$ cat src/rtl/mcu_core_param.sv
// rtl/mcu_core_param.sv - parametrised multi-cycle accumulator core with program loader and call stack
// Every instruction takes FETCH, DECODE and EXECUTE; program and data memories are internal.
module mcu_core_param #(
   parameter  int DW          = 8,
   parameter  int PAW         = 8,
   parameter  int DAW         = 4,
   parameter  int STACK_DEPTH = 4,
   localparam int IW          = DW + 8,
   localparam int SPW         = $clog2(STACK_DEPTH + 1)
) (
   input  logic           clk,
   input  logic           rst,
   input  logic           ld_valid,
   input  logic [IW-1:0]  ld_data,
   input  logic           ld_last,
   output logic           ld_ready,
   output logic           halted,
   output logic           error,
   output logic [1:0]     err_code,
   output logic [PAW-1:0] pc_out,
   output logic [DW-1:0]  acc_out,
   output logic [3:0]     flags_out,
   output logic [SPW-1:0] sp_out
);
   localparam int M   = DW - 1;
   localparam int SHW = $clog2(DW);
   localparam int SIW = (STACK_DEPTH > 1) ? $clog2(STACK_DEPTH) : 1;

   localparam logic [PAW-1:0] PC_ONE = PAW'(1);
   localparam logic [SPW-1:0] SP_ONE = SPW'(1);
   localparam logic [SPW-1:0] SP_FULL = SPW'(STACK_DEPTH);
   localparam logic [DW-1:0]  D_ONE  = DW'(1);
   localparam logic [DW-1:0]  D_ZERO = '0;

   localparam logic [3:0] C_NOP  = 4'h0;
   localparam logic [3:0] C_HALT = 4'h1;
   localparam logic [3:0] C_JMP  = 4'h2;
   localparam logic [3:0] C_JCND = 4'h3;
   localparam logic [3:0] C_CALL = 4'h4;
   localparam logic [3:0] C_RET  = 4'h5;
   localparam logic [3:0] C_ALUI = 4'h6;
   localparam logic [3:0] C_ALUM = 4'h7;
   localparam logic [3:0] C_ALUW = 4'h8;
   localparam logic [3:0] C_STA  = 4'hA;

   typedef enum logic [2:0] {
      S_LOAD   = 3'd0,
      S_FETCH  = 3'd1,
      S_DECODE = 3'd2,
      S_EXEC   = 3'd3,
      S_HALT   = 3'd4
   } state_t;

   state_t r_state, w_state_nxt;

   logic [IW-1:0]  r_pmem  [2**PAW];
   logic [DW-1:0]  r_dmem  [2**DAW];
   logic [PAW-1:0] r_stack [STACK_DEPTH];

   logic [IW-1:0]  r_ir;
   logic [DW-1:0]  r_dr;
   logic [PAW-1:0] r_pc;
   logic [DW-1:0]  r_acc;
   logic           r_z, r_c, r_s, r_o;
   logic [SPW-1:0] r_sp;
   logic [PAW-1:0] r_ptr;
   logic           r_error;
   logic [1:0]     r_err_code;

   logic [3:0]     w_class, w_mode;
   logic [DW-1:0]  w_opnd;
   logic [PAW-1:0] w_target, w_pc_inc, w_pc_nxt;
   logic [DAW-1:0] w_addr;
   logic [SHW-1:0] w_shamt;
   logic [3:0]     w_flag_vec;
   logic           w_flag_sel, w_ld_acc;

   logic [DW-1:0]   w_alu_b, w_alu_res;
   logic [DW:0]     w_sum;
   logic [2*DW-1:0] w_rot2, w_rol2, w_ror2;
   logic            w_alu_c, w_alu_o;

   logic           w_acc_we, w_flag_we, w_dmem_we, w_push, w_pop, w_fault;
   logic [DW-1:0]  w_dmem_wdata;
   logic [1:0]     w_fault_code;

   assign w_class    = r_ir[IW-1:IW-4];
   assign w_mode     = r_ir[IW-5:IW-8];
   assign w_opnd     = r_ir[DW-1:0];
   assign w_target   = w_opnd[PAW-1:0];
   assign w_addr     = w_opnd[DAW-1:0];
   assign w_shamt    = r_acc[SHW-1:0];
   assign w_pc_inc   = r_pc + PC_ONE;
   assign w_flag_vec = {r_o, r_s, r_c, r_z};
   assign w_flag_sel = w_flag_vec[w_mode[1:0]];
   assign w_ld_acc   = (r_state == S_LOAD) && ld_valid;

   // Carry on subtract-class modes is "no borrow", i.e. minuend >= subtrahend.
   always_comb begin
      w_alu_b   = (w_class == C_ALUI) ? w_opnd : r_dr;
      w_rot2    = {w_alu_b, w_alu_b};
      w_rol2    = w_rot2 << w_shamt;
      w_ror2    = w_rot2 >> w_shamt;
      w_sum     = '0;
      w_alu_res = '0;
      w_alu_c   = r_c;
      w_alu_o   = 1'b0;
      case (w_mode)
         4'h0: begin
            w_sum     = {1'b0, r_acc} + {1'b0, w_alu_b};
            w_alu_res = w_sum[DW-1:0];
            w_alu_c   = w_sum[DW];
            w_alu_o   = (r_acc[M] == w_alu_b[M]) && (w_alu_res[M] != r_acc[M]);
         end
         4'h1: begin
            w_alu_res = r_acc - w_alu_b;
            w_alu_c   = (r_acc >= w_alu_b);
            w_alu_o   = (r_acc[M] != w_alu_b[M]) && (w_alu_res[M] != r_acc[M]);
         end
         4'h2: w_alu_res = r_acc;
         4'h3: w_alu_res = w_alu_b;
         4'h4: w_alu_res = r_acc & w_alu_b;
         4'h5: w_alu_res = r_acc | w_alu_b;
         4'h6: w_alu_res = r_acc ^ w_alu_b;
         4'h7: begin
            w_alu_res = w_alu_b - r_acc;
            w_alu_c   = (w_alu_b >= r_acc);
            w_alu_o   = (w_alu_b[M] != r_acc[M]) && (w_alu_res[M] != w_alu_b[M]);
         end
         4'h8: begin
            w_sum     = {1'b0, w_alu_b} + {1'b0, D_ONE};
            w_alu_res = w_sum[DW-1:0];
            w_alu_c   = w_sum[DW];
            w_alu_o   = !w_alu_b[M] && w_alu_res[M];
         end
         4'h9: begin
            w_alu_res = w_alu_b - D_ONE;
            w_alu_c   = (w_alu_b != D_ZERO);
            w_alu_o   = w_alu_b[M] && !w_alu_res[M];
         end
         4'hA: w_alu_res = w_rol2[2*DW-1:DW];
         4'hB: w_alu_res = w_ror2[DW-1:0];
         4'hC: w_alu_res = w_alu_b << w_shamt;
         4'hD: w_alu_res = w_alu_b >> w_shamt;
         4'hE: w_alu_res = $signed(w_alu_b) >>> w_shamt;
         default: begin
            w_alu_res = D_ZERO - w_alu_b;
            w_alu_c   = (w_alu_b == D_ZERO);
            w_alu_o   = w_alu_b[M] && w_alu_res[M];
         end
      endcase
   end

   always_comb begin
      w_state_nxt  = r_state;
      w_pc_nxt     = r_pc;
      w_acc_we     = 1'b0;
      w_flag_we    = 1'b0;
      w_dmem_we    = 1'b0;
      w_dmem_wdata = r_acc;
      w_push       = 1'b0;
      w_pop        = 1'b0;
      w_fault      = 1'b0;
      w_fault_code = 2'd0;
      case (r_state)
         S_LOAD: begin
            if (w_ld_acc && (ld_last || (r_ptr == '1)))
               w_state_nxt = S_FETCH;
         end
         S_FETCH:  w_state_nxt = S_DECODE;
         S_DECODE: w_state_nxt = S_EXEC;
         S_EXEC: begin
            w_state_nxt = S_FETCH;
            w_pc_nxt    = w_pc_inc;
            case (w_class)
               C_NOP: ;
               C_HALT: begin
                  w_state_nxt = S_HALT;
                  w_pc_nxt    = r_pc;
               end
               C_JMP:  w_pc_nxt = w_target;
               C_JCND: begin
                  if (w_flag_sel ^ w_mode[2])
                     w_pc_nxt = w_target;
               end
               C_CALL: begin
                  if (r_sp == SP_FULL) begin
                     w_state_nxt  = S_HALT;
                     w_pc_nxt     = r_pc;
                     w_fault      = 1'b1;
                     w_fault_code = 2'd1;
                  end else begin
                     w_push   = 1'b1;
                     w_pc_nxt = w_target;
                  end
               end
               C_RET: begin
                  if (r_sp == '0) begin
                     w_state_nxt  = S_HALT;
                     w_pc_nxt     = r_pc;
                     w_fault      = 1'b1;
                     w_fault_code = 2'd2;
                  end else begin
                     w_pop    = 1'b1;
                     w_pc_nxt = r_stack[SIW'(r_sp - SP_ONE)];
                  end
               end
               C_ALUI, C_ALUM: begin
                  w_acc_we  = 1'b1;
                  w_flag_we = 1'b1;
               end
               C_ALUW: begin
                  w_dmem_we    = 1'b1;
                  w_dmem_wdata = w_alu_res;
                  w_flag_we    = 1'b1;
               end
               C_STA: w_dmem_we = 1'b1;
               default: begin
                  w_state_nxt  = S_HALT;
                  w_pc_nxt     = r_pc;
                  w_fault      = 1'b1;
                  w_fault_code = 2'd3;
               end
            endcase
         end
         default: w_state_nxt = S_HALT;
      endcase
   end

   always_ff @(posedge clk) begin
      if (rst)
         r_state <= S_LOAD;
      else
         r_state <= w_state_nxt;
   end

   // Storage is never cleared; writes are suppressed on a reset edge.
   always_ff @(posedge clk) begin
      if (!rst && w_ld_acc)
         r_pmem[r_ptr] <= ld_data;
      if (!rst && w_dmem_we)
         r_dmem[w_addr] <= w_dmem_wdata;
      if (!rst && w_push)
         r_stack[SIW'(r_sp)] <= w_pc_inc;
   end

   always_ff @(posedge clk) begin
      if (rst) begin
         r_pc       <= '0;
         r_acc      <= '0;
         r_z        <= 1'b0;
         r_c        <= 1'b0;
         r_s        <= 1'b0;
         r_o        <= 1'b0;
         r_sp       <= '0;
         r_ptr      <= '0;
         r_ir       <= '0;
         r_dr       <= '0;
         r_error    <= 1'b0;
         r_err_code <= 2'd0;
      end else begin
         if (w_ld_acc) begin
            r_ptr <= r_ptr + PC_ONE;
            if (w_state_nxt == S_FETCH) begin
               r_pc  <= '0;
               r_acc <= '0;
               r_z   <= 1'b0;
               r_c   <= 1'b0;
               r_s   <= 1'b0;
               r_o   <= 1'b0;
               r_sp  <= '0;
            end
         end
         if (r_state == S_FETCH)
            r_ir <= r_pmem[r_pc];
         if (r_state == S_DECODE)
            r_dr <= r_dmem[w_addr];
         if (r_state == S_EXEC)
            r_pc <= w_pc_nxt;
         if (w_acc_we)
            r_acc <= w_alu_res;
         if (w_flag_we) begin
            r_z <= (w_alu_res == D_ZERO);
            r_c <= w_alu_c;
            r_s <= w_alu_res[M];
            r_o <= w_alu_o;
         end
         if (w_push)
            r_sp <= r_sp + SP_ONE;
         if (w_pop)
            r_sp <= r_sp - SP_ONE;
         if (w_fault) begin
            r_error    <= 1'b1;
            r_err_code <= w_fault_code;
         end
      end
   end

   assign ld_ready  = (r_state == S_LOAD);
   assign halted    = (r_state == S_HALT);
   assign error     = r_error;
   assign err_code  = r_err_code;
   assign pc_out    = r_pc;
   assign acc_out   = r_acc;
   assign flags_out = {r_z, r_c, r_s, r_o};
   assign sp_out    = r_sp;

endmodule

$ cat config.mk
export PLATFORM = sky130hd
export DESIGN_NAME = mcu_core_param
export DESIGN_NICKNAME = d
export VERILOG_FILES = /design/src/rtl/mcu_core_param.sv
export SDC_FILE = /design/constraint.sdc
export NUM_CORES = 2
export LEC_CHECK = 0
export CAP_MARGIN = 20
export CORE_MARGIN = 3
export CORE_UTILIZATION = 45
export CTS_CLUSTER_DIAMETER = 40
export CTS_CLUSTER_SIZE = 30
export DETAILED_ROUTE_END_ITERATION = 8
export REMOVE_ABC_BUFFERS = 1
export SLEW_MARGIN = 5
export SYNTH_ARGS = -nofsm -noshare
export SYNTH_HDL_FRONTEND = slang
export SYNTH_MEMORY_MAX_BITS = 65536
export SYNTH_SLANG_ARGS = --single-unit
export TNS_END_PERCENT = 10
$ cat constraint.sdc
create_clock -name clk -period 4.6 [get_ports clk]
set_input_delay 1.38 -clock clk [delete_from_list [all_inputs] [get_ports clk]]
set_output_delay 1.38 -clock clk [all_outputs]
set_load 0.02 [all_outputs]
==> flow_summary.json <==
{
  "cts_tree": "done",
  "end_kind": "register",
  "tightest_slew_ns": 1.38,
  "drt_wl_total_um": 430000,
  "timing.fmax_mhz": 227,
  "layout_commonest_cell": "edfxtp_1",
  "grt_use_total_pct": 22.4,
  "gp_congestion": 0.915,
  "ioPinCount": 48,
  "max-vdd-ir-drop_v": 0.000362,
  "placed_area_um2": 180000,
  "synth-edff-count": 4256,
  "slew_viol_final": 0,
  "cts.sinks": 4317,
  "vias": 81475,
  "portBuffers": 47,
  "async_flop_share_pct": 0,
  "finalSetupViolCount": 0,
  "synth_warnings": 0,
  "maxCapViolCount": 0,
  "die_area_um2": 383000,
  "fillers": 28186,
  "yosys.area.top_type": "edfxtp_1",
  "utilization_pct": 53.1,
  "syn_area_um2": 169000,
  "row_count": 224,
  "viasPerCell": 6.02,
  "yosysSeqAreaShare_pct": 76.3,
  "fin_skew_ns": 0.0811,
  "p_per_area_nw_per_um2": 439,
  "wire_per_inst_um": 31.8,
  "critPathKind": "reg2reg",
  "grt_setup_unrepaired": "no",
  "final_cell_area_um2": 198000,
  "cts_made_buffers": 525,
  "synth.top_cell.area_share_pct": 75.6,
  "layout-drive-gt1-share_pct": 35.9,
  "die_h_um": 619,
  "grt-ovfl-total": 0,
  "first_pass_iters": 7,
  "h-tree-depth": 6,
  "start_util_pct": 45.3,
  "ys.flop_type": "edfxtp_1",
  "fp.dieW_um": 619,
  "crit_arrival_ns": 5.24,
  "cp-start-kind": "register",
  "ff2ff_path_depth": 14,
  "syn_inst": 7328,
  "hold_path.class": "reg2reg",
  "slew_headroom_pct": 7.72,
  "tns_ns": 0,
  "p_leak_nw": 60.4,
  "grt_pass1_vias": 82649,
  "avgSynthCellArea_um2": 23.1,
  "clk_path_buf_depth": 4,
  "core_area_um2": 373000,
  "yosys.cell_types.count": 85,
  "synth-seq-cells": 4317,
  "period_share_pct": 96.0,
  "synthToLayoutAreaGrowth_pct": 17.2,
  "hold_violations": 0,
  "worstPathRequired_ns": 5.42,
  "grt_antenna_before_repair": 24,
  "ctsHoldBuffers": 0,
  "instances_no_fill": 13523,
  "drtIter0Drc": 9592,
  "min_path_cells": 2,
  "grt_first_pass_wirelength_um": 618000,
  "fin_nets": 8165,
  "grt_max_degree": 142,
  "mostFrequentLayoutCells": "edfxtp_1, mux4_2, buf_4, clkbuf_16, nor2_1",
  "hpwl_um": 263000,
  "clkLatencyLatePin_ns": 1.02,
  "placed_cells_incl_taps": 12555,
  "clkTransAtPathRegs_ns": 0.06,
  "synth.area.top_cells": "edfxtp_1, mux4_2, nor2_1",
  "cp_max_fo": 16,
  "status": "finished clean",
  "cts-root-buf": "clkbuf_16",
  "drc": 0,
  "timing.final.crit_period_ns": 4.41,
  "ant_nets": 0
}
[timing repair]
| action | in CTS | in global routing |
|---|---|---|
| resized for setup | 0 | 2 |
| buffers inserted | 0 | 0 |
| endpoints found under the setup margin | 0 | 17 |
[cells by family after synthesis]
kind of cell	after synthesis	share of synthesized area, %
adders and majority gates	37	0.284
xor gates and xnor gates	42	0.218
buffers and inverters	477	1.13
and+or+nand+nor	697	1.81
DFF	4317	76.3
AOI/OAI and AO/OA	294	1.20
muxes	1464	19.1
[flip-flops by register name, indices dropped and copies added (netlist names)]
name,count
r_pmem,4096
r_dmem,128
r_stack,32
r_ir,16
acc_out,8
pc_out,8
r_dr,8
r_ptr,8
r_state,3
sp_out,3
err_code,2
error,1
r_c,1
r_o,1
r_s,1
r_z,1
[per-layer routing]
metal	track usage [%]	wire length, um	vias to the layer above
li1	-	-	33075
met1	32.6	180000	44472
met2	35.4	207000	3319
met3	4.11	32500	605
met4	5.74	11100	4
met5	0	23	-
[where the power goes]
group	internal, W	leakage [nW]	total [W]	switching (W)
Clock	0.0248	8.57	0.0414	0.0166
Sequential	0.0432	39.0	0.0433	0.0000536
Combinational	0.000813	12.9	0.00245	0.00164
Total	0.0688	60.4	0.0871	0.0183
[synthesized netlist by cell type (all sizes together), types with 5 or more instances]
| cell type | number |
|---|---|
| a211oi | 12 |
| a21oi | 61 |
| a221oi | 8 |
| a222oi | 7 |
| a22o | 18 |
| a22oi | 10 |
| a2bb2oi | 7 |
| a31oi | 17 |
| and2 | 19 |
| and3 | 7 |
| buf | 157 |
| clkbuf | 286 |
| dfxtp | 61 |
| edfxtp | 4256 |
| ha | 32 |
| inv | 33 |
| mux2 | 25 |
| mux2i | 36 |
| mux4 | 1403 |
| nand2 | 131 |
| nand2b | 17 |
| nand3 | 48 |
| nand3b | 5 |
| nand4 | 8 |
| nor2 | 372 |
| nor2b | 23 |
| nor3 | 35 |
| nor4 | 10 |
| o2111ai | 5 |
| o211ai | 8 |
| o21a | 6 |
| o21ai | 62 |
| o221ai | 7 |
| o22ai | 9 |
| o31ai | 13 |
| or3 | 5 |
| xnor2 | 32 |
| xor2 | 10 |
[metrics by stage]
step                      hold WS [ns]  setup WS, ns  power [W]
after floorplan                  0.443        -39.93     0.0461
after global placement           0.495         0.127     0.0465
after detailed placement         0.499         0.116     0.0465
after CTS                        0.513        0.0227     0.0879
after global routing             0.532        0.0168     0.0897
final                            0.508         0.186     0.0871
[cell type report]
| class | instances | area [um2] | share of cell area, % |
|---|---|---|---|
| inverter | 34 | 128 | 0.0644 |
| clock inverter | 363 | 3990 | 2.01 |
| sequential | 4317 | 129000 | 65.1 |
| antenna | 10 | 25.0 | 0.0126 |
| timing repair buffer | 698 | 6610 | 3.34 |
| clock buffer | 595 | 13800 | 6.94 |
| tap | 4972 | 6220 | 3.14 |
| multi-input combinational | 2534 | 38500 | 19.4 |
[path summary, 6_finish.rpt]
check             startpoint            to  slack (ns)
setup / recovery    r_ir[15]  r_dmem[8][7]        0.19
hold / removal           r_s           r_s        0.51
setup reg to reg    r_ir[15]  r_dmem[8][7]        0.19
hold reg to reg          r_s           r_s        0.51
[critical path, stage by stage (launching register included)]
cell and delay [ns]:
dfxtp_1 0.32, and4bb_1 0.47, buf_4 0.20, mux2i_1 0.28
inv_2 0.15, ha_1 0.51, o211a_1 0.25, o31ai_1 0.12
buf_4 0.19, and2_1 0.19, o41ai_1 0.56, mux2i_1 0.16
o211ai_1 0.23, and2_1 0.24, mux2_2 0.34
Power figures use the tool's default switching activity.
